[src/rtl/para_reg_topmodule.sv]
// Registered W-bit adder: input register, Kogge-Stone carry network, output register.
// {c_out, sum} = a + b + c_in, two clock edges after the operands are sampled.
module para_reg_topmodule #(
  parameter int unsigned W = 16
) (
  input  logic         clk,
  input  logic         rst,
  input  logic [W-1:0] a,
  input  logic [W-1:0] b,
  input  logic         c_in,
  output logic [W-1:0] sum,
  output logic         c_out
);

  localparam int unsigned Lvls = $clog2(W);

  logic [W-1:0] a_q, b_q;
  logic         cin_q;

  always_ff @(posedge clk) begin
    if (rst) begin
      a_q   <= '0;
      b_q   <= '0;
      cin_q <= 1'b0;
    end else begin
      a_q   <= a;
      b_q   <= b;
      cin_q <= c_in;
    end
  end

  logic [W-1:0] g_bit, p_bit, g_base;

  assign g_bit  = a_q & b_q;
  assign p_bit  = a_q ^ b_q;
  // Carry-in folded into bit 0 so the prefix tree yields c_{i+1} directly.
  assign g_base = {g_bit[W-1:1], g_bit[0] | (p_bit[0] & cin_q)};

  for (genvar l = 0; l < int'(Lvls); l++) begin : g_lvl
    localparam int Dist = 2 ** l;
    logic [W-1:0] g_in, p_in, g_out, p_out;

    if (l == 0) begin : g_first
      assign g_in = g_base;
      assign p_in = p_bit;
    end else begin : g_next
      assign g_in = g_lvl[l-1].g_out;
      assign p_in = g_lvl[l-1].p_out;
    end

    for (genvar i = 0; i < int'(W); i++) begin : g_node
      if (i >= Dist) begin : g_op
        assign g_out[i] = g_in[i] | (p_in[i] & g_in[i-Dist]);
        assign p_out[i] = p_in[i] & p_in[i-Dist];
      end else begin : g_pass
        assign g_out[i] = g_in[i];
        assign p_out[i] = p_in[i];
      end
    end
  end

  logic [W:0]   carry;
  logic [W-1:0] sum_d;
  logic         cout_d;

  assign carry  = {g_lvl[Lvls-1].g_out, cin_q};
  assign sum_d  = p_bit ^ carry[W-1:0];
  assign cout_d = carry[W];

  always_ff @(posedge clk) begin
    if (rst) begin
      sum   <= '0;
      c_out <= 1'b0;
    end else begin
      sum   <= sum_d;
      c_out <= cout_d;
    end
  end

endmodule

[config.mk]
export PLATFORM = sky130hd
export DESIGN_NAME = para_reg_topmodule
export DESIGN_NICKNAME = d
export VERILOG_FILES = /design/src/rtl/para_reg_topmodule.sv
export SDC_FILE = /design/constraint.sdc
export NUM_CORES = 1
export LEC_CHECK = 0
export CORE_UTILIZATION = 52
export DETAILED_ROUTE_END_ITERATION = 6
export GPL_TIMING_DRIVEN = 0
export PLACE_DENSITY_LB_ADDON = 0.08
export SYNTH_ARGS = -nofsm -noshare
export SYNTH_HDL_FRONTEND = slang
export SYNTH_SLANG_ARGS = --single-unit
[constraint.sdc]
create_clock -name clk -period 6.2 [get_ports clk]
set_input_delay 1.55 -clock clk [delete_from_list [all_inputs] [get_ports clk]]
set_output_delay 1.55 -clock clk [all_outputs]
set_load 0.005 [all_outputs]
; Yosys cells after proc, flatten, opt, wreduce, memory -nomap -nowiden
; Index checks and enable logic that the tools add are counted.
[totals]
ff_bits = 50
word_cells = 142
output_inout_bits = 17
latch_bits = 0
rom_bits = 0
n_memories = 0
ram_bits = 0
input_bits = 35
[op_classes]
multipliers = 0
n_eq_ne = 0
shift = 0
bitwise_logic = 137
mux = 0
n_lt_le_gt_ge = 0
div_mod_pow = 0
n_addsub = 0
n_reduce_logical = 0
[ops]
columns = cell, n
row1 = 1-bit bitwise AND, 84
row2 = 1-bit OR, 50
row3 = 16-bit XOR, 2
row4 = 16-bit bitwise AND, 1

; Depth between registers and ports, before layout
; Gate-level depths: netlist of the first run.
[logic_depth]
ltp_word = 11
mapped_depth = 8
depth_no_buf = 8

; Worst setup path before layout of the first run
; Ideal clock, no wire load.
[synth_timing]
path_type = input to register
from = input port rst
to = register sum[14]
required_time_ns = 6.077
path_slack_ns = 3.660
arrival_ns = 2.417
cell_stages = 4
path_buffers = 2
setup_ns = 0.123
path_cell_list = clkbuf_1 buf_1 nor2_1 mux2_1
[synth_lines]
columns = element, line_no
row1 = "start, declared", 7  ; input logic rst,
row2 = "end signal, assigned", 75  ; sum <= sum_d;
row3 = "end, declared", 11  ; output logic [W-1:0] sum,

; Worst setup path after layout of the first run
[layout_timing]
from = register sum[1]
to = output port sum[1]
; No word-level cell between the ends.

==> results.yml, run 1 <==
grt:
  grt.overflow.total: 0
  grtUsageTotal: 0.215
  first_global_vias: 1679
  grt_pass1_wl_mm: 7.03
  grt_max_degree: 16
  antenna_found_initial: 0
synth:
  ys_warn_count: 0
  synth_cell_types: 36
  yosysSeqAreaShare: 0.474
  synth_nets: 269
  netlist_area_sq_um: 2110
  postSynthCellCount: 217
  synthFlopType: "dfxtp_1"
  synth_seq_cells: 50
  synth_edf_count: 0
  ys_async_sr_fraction: 0
  syn_area_per_cell_sq_um: 9.73
critical_path:
  cp_slowest_stage_delay_ns: 0.49
  startpoint: "sum[1]"
  crit_arrival_ns: 1.12
  reg2reg_depth: 8
  crit_slowest_cell: "clkdlybuf4s50_1"
  crit_buf_inv: 1
  worstReg2RegEnd: "sum[14]"
  path_depth: 1
  critPathTopFamily: "buffers and inverters"
  worstSetupEndpoint: "sum[1]"
  cp_cell_sequence: "clkdlybuf4s50_1"
  start_kind: "flop"
  timing.reg2reg.setup_slack_ns: 3.74
  worst_ep_required_time_ns: 4.65
  critical_path_class: "flop to output pin"
  critPathMaxFanout: 1
  cp-end-kind: "output pin"
  r2r-start: "a_q[0]"
floorplan:
  ios: 52
  placement_rows: 22
  fp.dieH_um: 65.7
  die-area_sq_um: 4320
  start_util: 0.560
  core_area_sq_um: 3770
  floorplan.die.width_um: 65.7
drt:
  wl_mm: 4.06
  ant_nets: 0
  num_vias: 1698
  wl_per_cell_um: 12.6
  firstDrtPassIters: 4
  drc: 0
  drt_iter0_drc: 88
  detail_route.vias_per_cell: 5.27
cts:
  cts_tree: "yes"
  numCtsBuffers: 5
  root_buffer: "clkbuf_8"
  cts_resized: 0
  cts.hold.buffers_added: 0
  clk-insertion-delay-late_ns: 0.30
  path_clk_slew_ns: 0.09
  clockBufferDepth: 2
  clock_sink_count: 50
  h-tree-depth: 2
  post_cts_buffers: 0
timing:
  slew_viol_final: 0
  rsz0062_at_grt: "no"
  setup_violations: 0
  setup_tns_ns: 0
  min_period_ns: 2.67
  relSlewSlack: 0.672
  setup_ws_ns: 3.53
  hold_violations: 0
  fin_crit_sh: 0.431
  worst_hold_slack_ns: 0.629
  tightest_slew_ns: 0.493
  fmax_ghz: 0.374
  skew_ns: 0.00566
power_and_ir_drop:
  p_per_area_nw_per_um2: 237
  vdd_ir_drop_max_v: 0.000169
  leakagePower_uw: 0.00112
final_layout:
  post-route-util: 0.731
  multi_input_area_sq_um: 1060
  diodes: 0
  regArea_sq_um: 1000
  area_delta_synth_final_pct: 30.5
  fillers: 300
  num-nets-final: 326
  drive_gt1_frac: 0.0438
place:
  gp_congestion: 0.823
  dp_slack_ns: 3.40
  port_buffers: 50
  dpl.hpwl_mm: 3.15
worst_hold_path:
  hp-class: "flop to flop"
  min_path_cells: 3
run_status:
  status: "completed"
job:
  max_cap_violations: 0
metal layers:
layer  vias up  GRT usage  share of wire
li1        853          -              -
met1       783      0.248           0.45
met2        53      0.384           0.48
met3         9     0.0503          0.049
met4         0     0.0734          0.017
met5         -          0              0
kinds of logic (layout without fill, tap and decap cells):
family | count (synthesis) | count (layout) | synth area share
buf+inv | 12 | 69 | 0.0219
flops | 50 | 50 | 0.474
compound gates | 49 | 49 | 0.153
fa+ha+maj | 17 | 17 | 0.108
xor+xnor | 6 | 6 | 0.0249
mux | 3 | 3 | 0.0160
simple gates | 80 | 80 | 0.202
registers in the layout, summed over array words and instances, names as in the netlist:
name / flops
b_q: 16
a_q: 16
c_out: 1
sum: 16
cin_q: 1
cell usage after synthesis, drive strengths merged, types with 2 or more instances:
library cell / number / share of area
dfxtp: 50 / 0.47
nor2b: 37 / 0.11
a21oi: 18 / 0.043
ha: 15 / 0.089
nand2: 13 / 0.023
nor2: 12 / 0.021
o21ai: 9 / 0.023
nor3: 8 / 0.019
clkbuf: 5 / 0.0089
inv: 5 / 0.0089
nand3: 4 / 0.0095
o21a: 4 / 0.014
o31ai: 4 / 0.014
xnor2: 4 / 0.017
a21o: 3 / 0.011
a31oi: 3 / 0.0089
mux2: 3 / 0.016
a211oi: 2 / 0.013
and2b: 2 / 0.0077
buf: 2 / 0.0041
fa: 2 / 0.019
o211ai: 2 / 0.0071
xor2: 2 / 0.0083
area by class of cell:
| type | count | area share |
|---|---|---|
| clock inverters | 2 | 0.00500 |
| repair buffers | 50 | 0.182 |
| flip-flops and latches | 50 | 0.363 |
| clock buffers | 5 | 0.0250 |
| inverters | 5 | 0.00681 |
| plain buffers | 7 | 0.00999 |
| well taps | 48 | 0.0218 |
| multi-input cells | 155 | 0.386 |
how the worst min path moves through the flow:
stage	start	to	slack (ns)
after floorplan	b_q[15]	c_out	0.57
after global placement	b_q[15]	c_out	0.60
after detailed placement	b_q[1]	sum[1]	0.62
after CTS	b_q[1]	sum[1]	0.64
after global routing	b_q[1]	sum[1]	0.66
final	b_q[1]	sum[1]	0.63
report_power, final:
| group | switching, uW | total [uW] | internal (uW) |
|---|---|---|---|
| clock network | 104 | 182 | 78.0 |
| registers | 6.45 | 350 | 343 |
| logic | 52.5 | 120 | 67.5 |
per-stage QoR:
stage          power [uW]  cells  area (sq um)
6_report              652    322          2760
5_1_grt               686    322          2760
4_1_cts               658    322          2760
3_5_place_dp          477    315          2670
3_3_place_gp          474    315          2670
2_1_floorplan         421    217          2110
placed cells by master, fill, tap and decap left out, drive strengths merged, types with 6 or more instances in the layout:
master / count
inv: 6
o21ai: 9
nor2b: 37
nor3: 8
dfxtp: 50
nor2: 12
ha: 15
clkbuf: 10
a21oi: 18
nand2: 13
clkdlybuf4s50: 50
No activity file was read; power rests on OpenSTA's default activity.
==> inputs of run 2 (changes only) <==
- CORE_UTILIZATION: 52 -> 44
- clock period: 6.2 -> 2.3 ns (I/O delays scaled with it)
==> run 2 against run 1 <==
Against the previous run:
- sequential share of layout area shrank 0.50 points
- cell count increased by 2.2%
- largest cell class unchanged
- flip-flop and latch count did not move
- global-route usage decreased by 4.2 points
- clock power grew to 2.7 times the previous value
- critical path type is now flop to flop
- critical path depth increased by 7
- critical endpoint is now sum[14]
- count of clock-buffer cells in the layout rose by 2
==> results.yml, run 2 (synthesis gave the netlist of run 1 again) <==
grt:
  grt_use_met3: 0.0436
  first_global_vias: 1579
  grt.overflow.total: 0
  grt.busiest_layer: "met2"
  use_met2: 0.287
  antenna_found_initial: 0
  grtUsageTotal: 0.173
  grtUsageMet1: 0.223
  grt_max_degree: 15
  grt_pass1_wl_mm: 6.89
cts:
  root_buffer: "clkbuf_8"
  cts.hold.buffers_added: 0
  clock_sink_count: 50
  cts_tree: "yes"
  clockBufferDepth: 2
  clk-insertion-delay-late_ns: 0.29
  path_clk_slew_ns: 0.08
  h-tree-depth: 2
  numCtsBuffers: 5
critical_path:
  crit_arrival_ns: 2.42
  cp_slowest_stage_delay_ns: 0.41
  worst_ep_required_time_ns: 2.48
  r2r-start: "b_q[0]"
  critPathTopFamily: "adder cells"
  startpoint: "b_q[0]"
  start_kind: "flop"
  critical_path_class: "flop to flop"
  cp_cell_sequence: "fa_2 -> inv_2 -> fa_2 -> and2b_2 -> o2111ai_4 -> a211oi_4 -> a31oi_1 -> mux2_1"
  crit_slowest_cell: "fa_2"
  critPathMaxFanout: 3
  cp-end-kind: "flop"
  crit_top_cell: "fa_2"
  crit_buf_inv: 1
drt:
  detail_route.vias_per_cell: 5.00
  drc: 0
  wl_per_cell_um: 11.7
  drt_iter0_drc: 117
  num_vias: 1645
  wl_mm: 3.86
  ant_nets: 0
  firstDrtPassIters: 4
timing:
  fmax_ghz: 0.445
  setup_violations: 0
  rsz0062_at_grt: "yes"
  fin_crit_sh: 0.977
  relSlewSlack: 0.657
  min_period_ns: 2.25
  hold_violations: 0
  slew_viol_final: 0
  skew_ns: 0.00514
  tightest_slew_ns: 0.515
final_layout:
  final_cell_mix: "50 x clkdlybuf4s50_1, 47 x dfxtp_1, 37 x nor2b_1"
  diodes: 0
  drive_gt1_frac: 0.0722
  design_area_sq_um: 2800
  fillers: 389
  layout_commonest_cell: "clkdlybuf4s50_1"
  reg_top3: "a_q (16), b_q (16), sum (16)"
  num-nets-final: 328
  area_delta_synth_final_pct: 32.8
power_and_ir_drop:
  pwr-share-comb: 0.183
  p_seq_frac: 0.534
  vdd_ir_drop_max_v: 0.000434
  p_per_area_nw_per_um2: 629
  clock_power_share: 0.283
  leakagePower_uw: 0.00113
  p_switching_uw: 414
  swShare: 0.235
  internal_power_uw: 1350
  power_uw: 1760
job:
  max_cap_violations: 0
floorplan:
  floorplan.die.width_um: 71.3
  die-area_sq_um: 5080
  placement_rows: 24
  ios: 52
  core_area_sq_um: 4470
  fp.dieH_um: 71.3
  start_util: 0.472
place:
  dpl.hpwl_mm: 3.00
  port_buffers: 50
  dpl-instance-area_sq_um: 2680
  gp_congestion: 0.812
run_status:
  status: "completed"
worst_hold_path:
  hold_path_startpoint: "b_q[15]"
  hp-class: "flop to flop"
## run 2: worst paths after layout
kind | endpoint | slack, ns | cells after the start
hold / removal | c_out | 0.62 | 3
setup / recovery | sum[14] | 0.05 | 8
setup reg to reg | sum[14] | 0.05 | 8
hold reg to reg | c_out | 0.62 | 3
## run 2: cell type report
| type | instances | area (sq um) | share of cell area |
|---|---|---|---|
| multi-input cells | 155 | 1080 | 0.386 |
| clock inverters | 1 | 5.00 | 0.00178 |
| flip-flops and latches | 50 | 1000 | 0.358 |
| plain buffers | 7 | 27.5 | 0.00982 |
| inverters | 5 | 18.8 | 0.00669 |
| clock buffers | 7 | 86.3 | 0.0308 |
| well taps | 52 | 65.1 | 0.0232 |
| repair buffers | 52 | 515 | 0.184 |
## run 2: worst register-to-register path: stages (launching register included)
cell,delay (ns)
dfxtp_2,0.33
fa_2,0.41
inv_2,0.07
fa_2,0.18
and2b_2,0.25
o2111ai_4,0.25
a211oi_4,0.10
a31oi_1,0.21
mux2_1,0.34
## run 2: power groups by stage
stage               Sequential [uW]  Clock, uW  Combinational (uW)
finish                          942        499                 324
CTS                             942        518                 325
global placement                962          0                 319
detailed placement              962          0                 321
floorplan                       964          0                 169
global route                    949        565                 359
## run 2: metal layers
layer / vias up / wire length, um
met2: 45 / 1830
met5: - / 0
met1: 735 / 1840
met3: 5 / 154
met4: 0 / 38
li1: 860 / -
## run 2: through the flow
stage / instances / hold WS, ns / TNS, ns / setup WS [ns] / utilization
6_report: 329 / 0.625 / 0 / 0.0527 / 0.627
4_1_cts: 328 / 0.634 / 0 / 0.0210 / 0.624
2_1_floorplan: 217 / 0.572 / 0 / 0.0990 / -
3_3_place_gp: 319 / 0.593 / -0.152 / -0.152 / 0.598
5_1_grt: 329 / 0.674 / -0.0858 / -0.0584 / 0.627
3_5_place_dp: 319 / 0.613 / -0.125 / -0.125 / 0.598
## run 2: what timing repair did
action	4_1_cts	5_1_grt
buffers inserted	1	1
pin swaps	1	4
endpoints found under the setup margin	1	3
cloned	0	0
gates resized for setup	2	5
==> inputs of run 3 (changes only) <==
- SKIP_CTS_REPAIR_TIMING: unset -> 1
==> run 3 against run 2 <==
Against the previous run:
- non-clock buffer count rose by 3
- critical path depth is the same
- cell count increased by 0.91%
- wire length up 1.6%
- critical path type unchanged
- largest cell class unchanged
- largest power group unchanged
==> results.yml, run 3 (synthesis gave the netlist of run 1 again) <==
timing:
  worst_hold_slack_ns: 0.625
  min_period_ns: 2.26
  setup_ws_ns: 0.0448
  relSlewSlack: 0.657
  setup_tns_ns: 0
  rsz0062_at_grt: "yes"
  slew_viol_final: 0
  fin_crit_sh: 0.981
  hold_violations: 0
  fmax_ghz: 0.443
  skew_ns: 0.00511
  setup_violations: 0
  tightest_slew_ns: 0.515
cts:
  clock_sink_count: 50
  numCtsBuffers: 5
  h-tree-depth: 2
  clk-insertion-delay-late_ns: 0.29
  path_clk_slew_ns: 0.08
  clockBufferDepth: 2
  root_buffer: "clkbuf_8"
  cts_tree: "yes"
critical_path:
  worst_ep_required_time_ns: 2.48
  cp-end-kind: "flop"
  reg2reg_depth: 8
  r2r-start: "b_q[0]"
  worstReg2RegEnd: "sum[14]"
  critical_path_class: "flop to flop"
  timing.reg2reg.setup_slack_ns: 0.04
  crit_arrival_ns: 2.43
  critPathMaxFanout: 4
  start_kind: "flop"
worst_hold_path:
  hold_end: "c_out"
  hp-class: "flop to flop"
  min_path_cells: 3
  hold_path_startpoint: "b_q[15]"
final_layout:
  reg_top3: "a_q (16), b_q (16), sum (16)"
  design_area_sq_um: 2830
  post-route-util: 0.632
  fillers: 383
  num-nets-final: 331
  diodes: 0
  drive_gt1_frac: 0.0821
  area_delta_synth_final_pct: 33.8
  layout_commonest_cell: "clkdlybuf4s50_1"
  final_cell_mix: "50 x clkdlybuf4s50_1, 47 x dfxtp_1, 37 x nor2b_1"
floorplan:
  placement_rows: 24
  start_util: 0.472
  fp.dieH_um: 71.3
  core_area_sq_um: 4470
  floorplan.die.width_um: 71.3
  die-area_sq_um: 5080
  ios: 52
grt:
  grtUsageTotal: 0.172
  first_global_vias: 1559
  grt.overflow.total: 0
  grt_pass1_wl_mm: 6.84
  grt_max_degree: 15
  antenna_found_initial: 0
drt:
  num_vias: 1677
  detail_route.vias_per_cell: 5.05
  wl_mm: 3.92
  drc: 0
  drt_iter0_drc: 105
  ant_nets: 0
  firstDrtPassIters: 4
  wl_per_cell_um: 11.8
place:
  dp_slack_ns: -0.125
  gp_congestion: 0.812
  port_buffers: 50
  dpl-instance-area_sq_um: 2680
  dpl.hpwl_mm: 3.00
power_and_ir_drop:
  vdd_ir_drop_max_v: 0.000434
  leakagePower_uw: 0.00115
  p_per_area_nw_per_um2: 625
job:
  max_cap_violations: 0
run_status:
  status: "completed"
## run 3: stage by stage
| step | total power, uW | std cells |
|---|---|---|
| after floorplan | 1130 | 217 |
| after detailed placement | 1280 | 319 |
| after global routing | 1870 | 332 |
| after CTS | 1780 | 327 |
| final | 1770 | 332 |
| after global placement | 1280 | 319 |
## run 3: worst max-delay path by stage
stage	startpoint	end	cells after the start
floorplan	a_q[0]	sum[14]	8
CTS	a_q[0]	sum[14]	8
global route	b_q[0]	sum[14]	8
detailed placement	a_q[0]	sum[14]	8
finish	b_q[0]	sum[14]	8
global placement	a_q[0]	sum[14]	8
## run 3: final cells by class
class,count,area (sq um),area share
Timing Repair Buffer,55,538,0.190
Clock inverter,1,5.00,0.00177
Clock buffer,7,86.3,0.0305
Tap cell,52,65.1,0.0230
Inverter,5,18.8,0.00664
Multi-Input combinational cell,155,1080,0.382
Sequential cell,50,1000,0.355
Buffer,7,27.5,0.00974
## run 3: critical path, stage by stage, from the launching register on
cell and delay [ns]:
dfxtp_2 0.33, fa_2 0.41, inv_2 0.07, fa_2 0.18
and2b_2 0.25, o2111ai_4 0.25, a211oi_4 0.11, a31oi_1 0.21
mux2_1 0.34
## run 3: per-layer routing
layer | wire (um) | vias up | global-route usage
met4 | 55 | 0 | 0.0556
met5 | 0 | - | 0
li1 | - | 871 | -
met3 | 155 | 7 | 0.0436
met1 | 1840 | 754 | 0.223
met2 | 1870 | 45 | 0.281
## run 3: where the power goes
group	internal [uW]	switching, uW	leakage [uW]
clock network	243	257	0.0000482
registers	925	16.5	0.000417
logic	182	142	0.000682
total	1350	416	0.00115
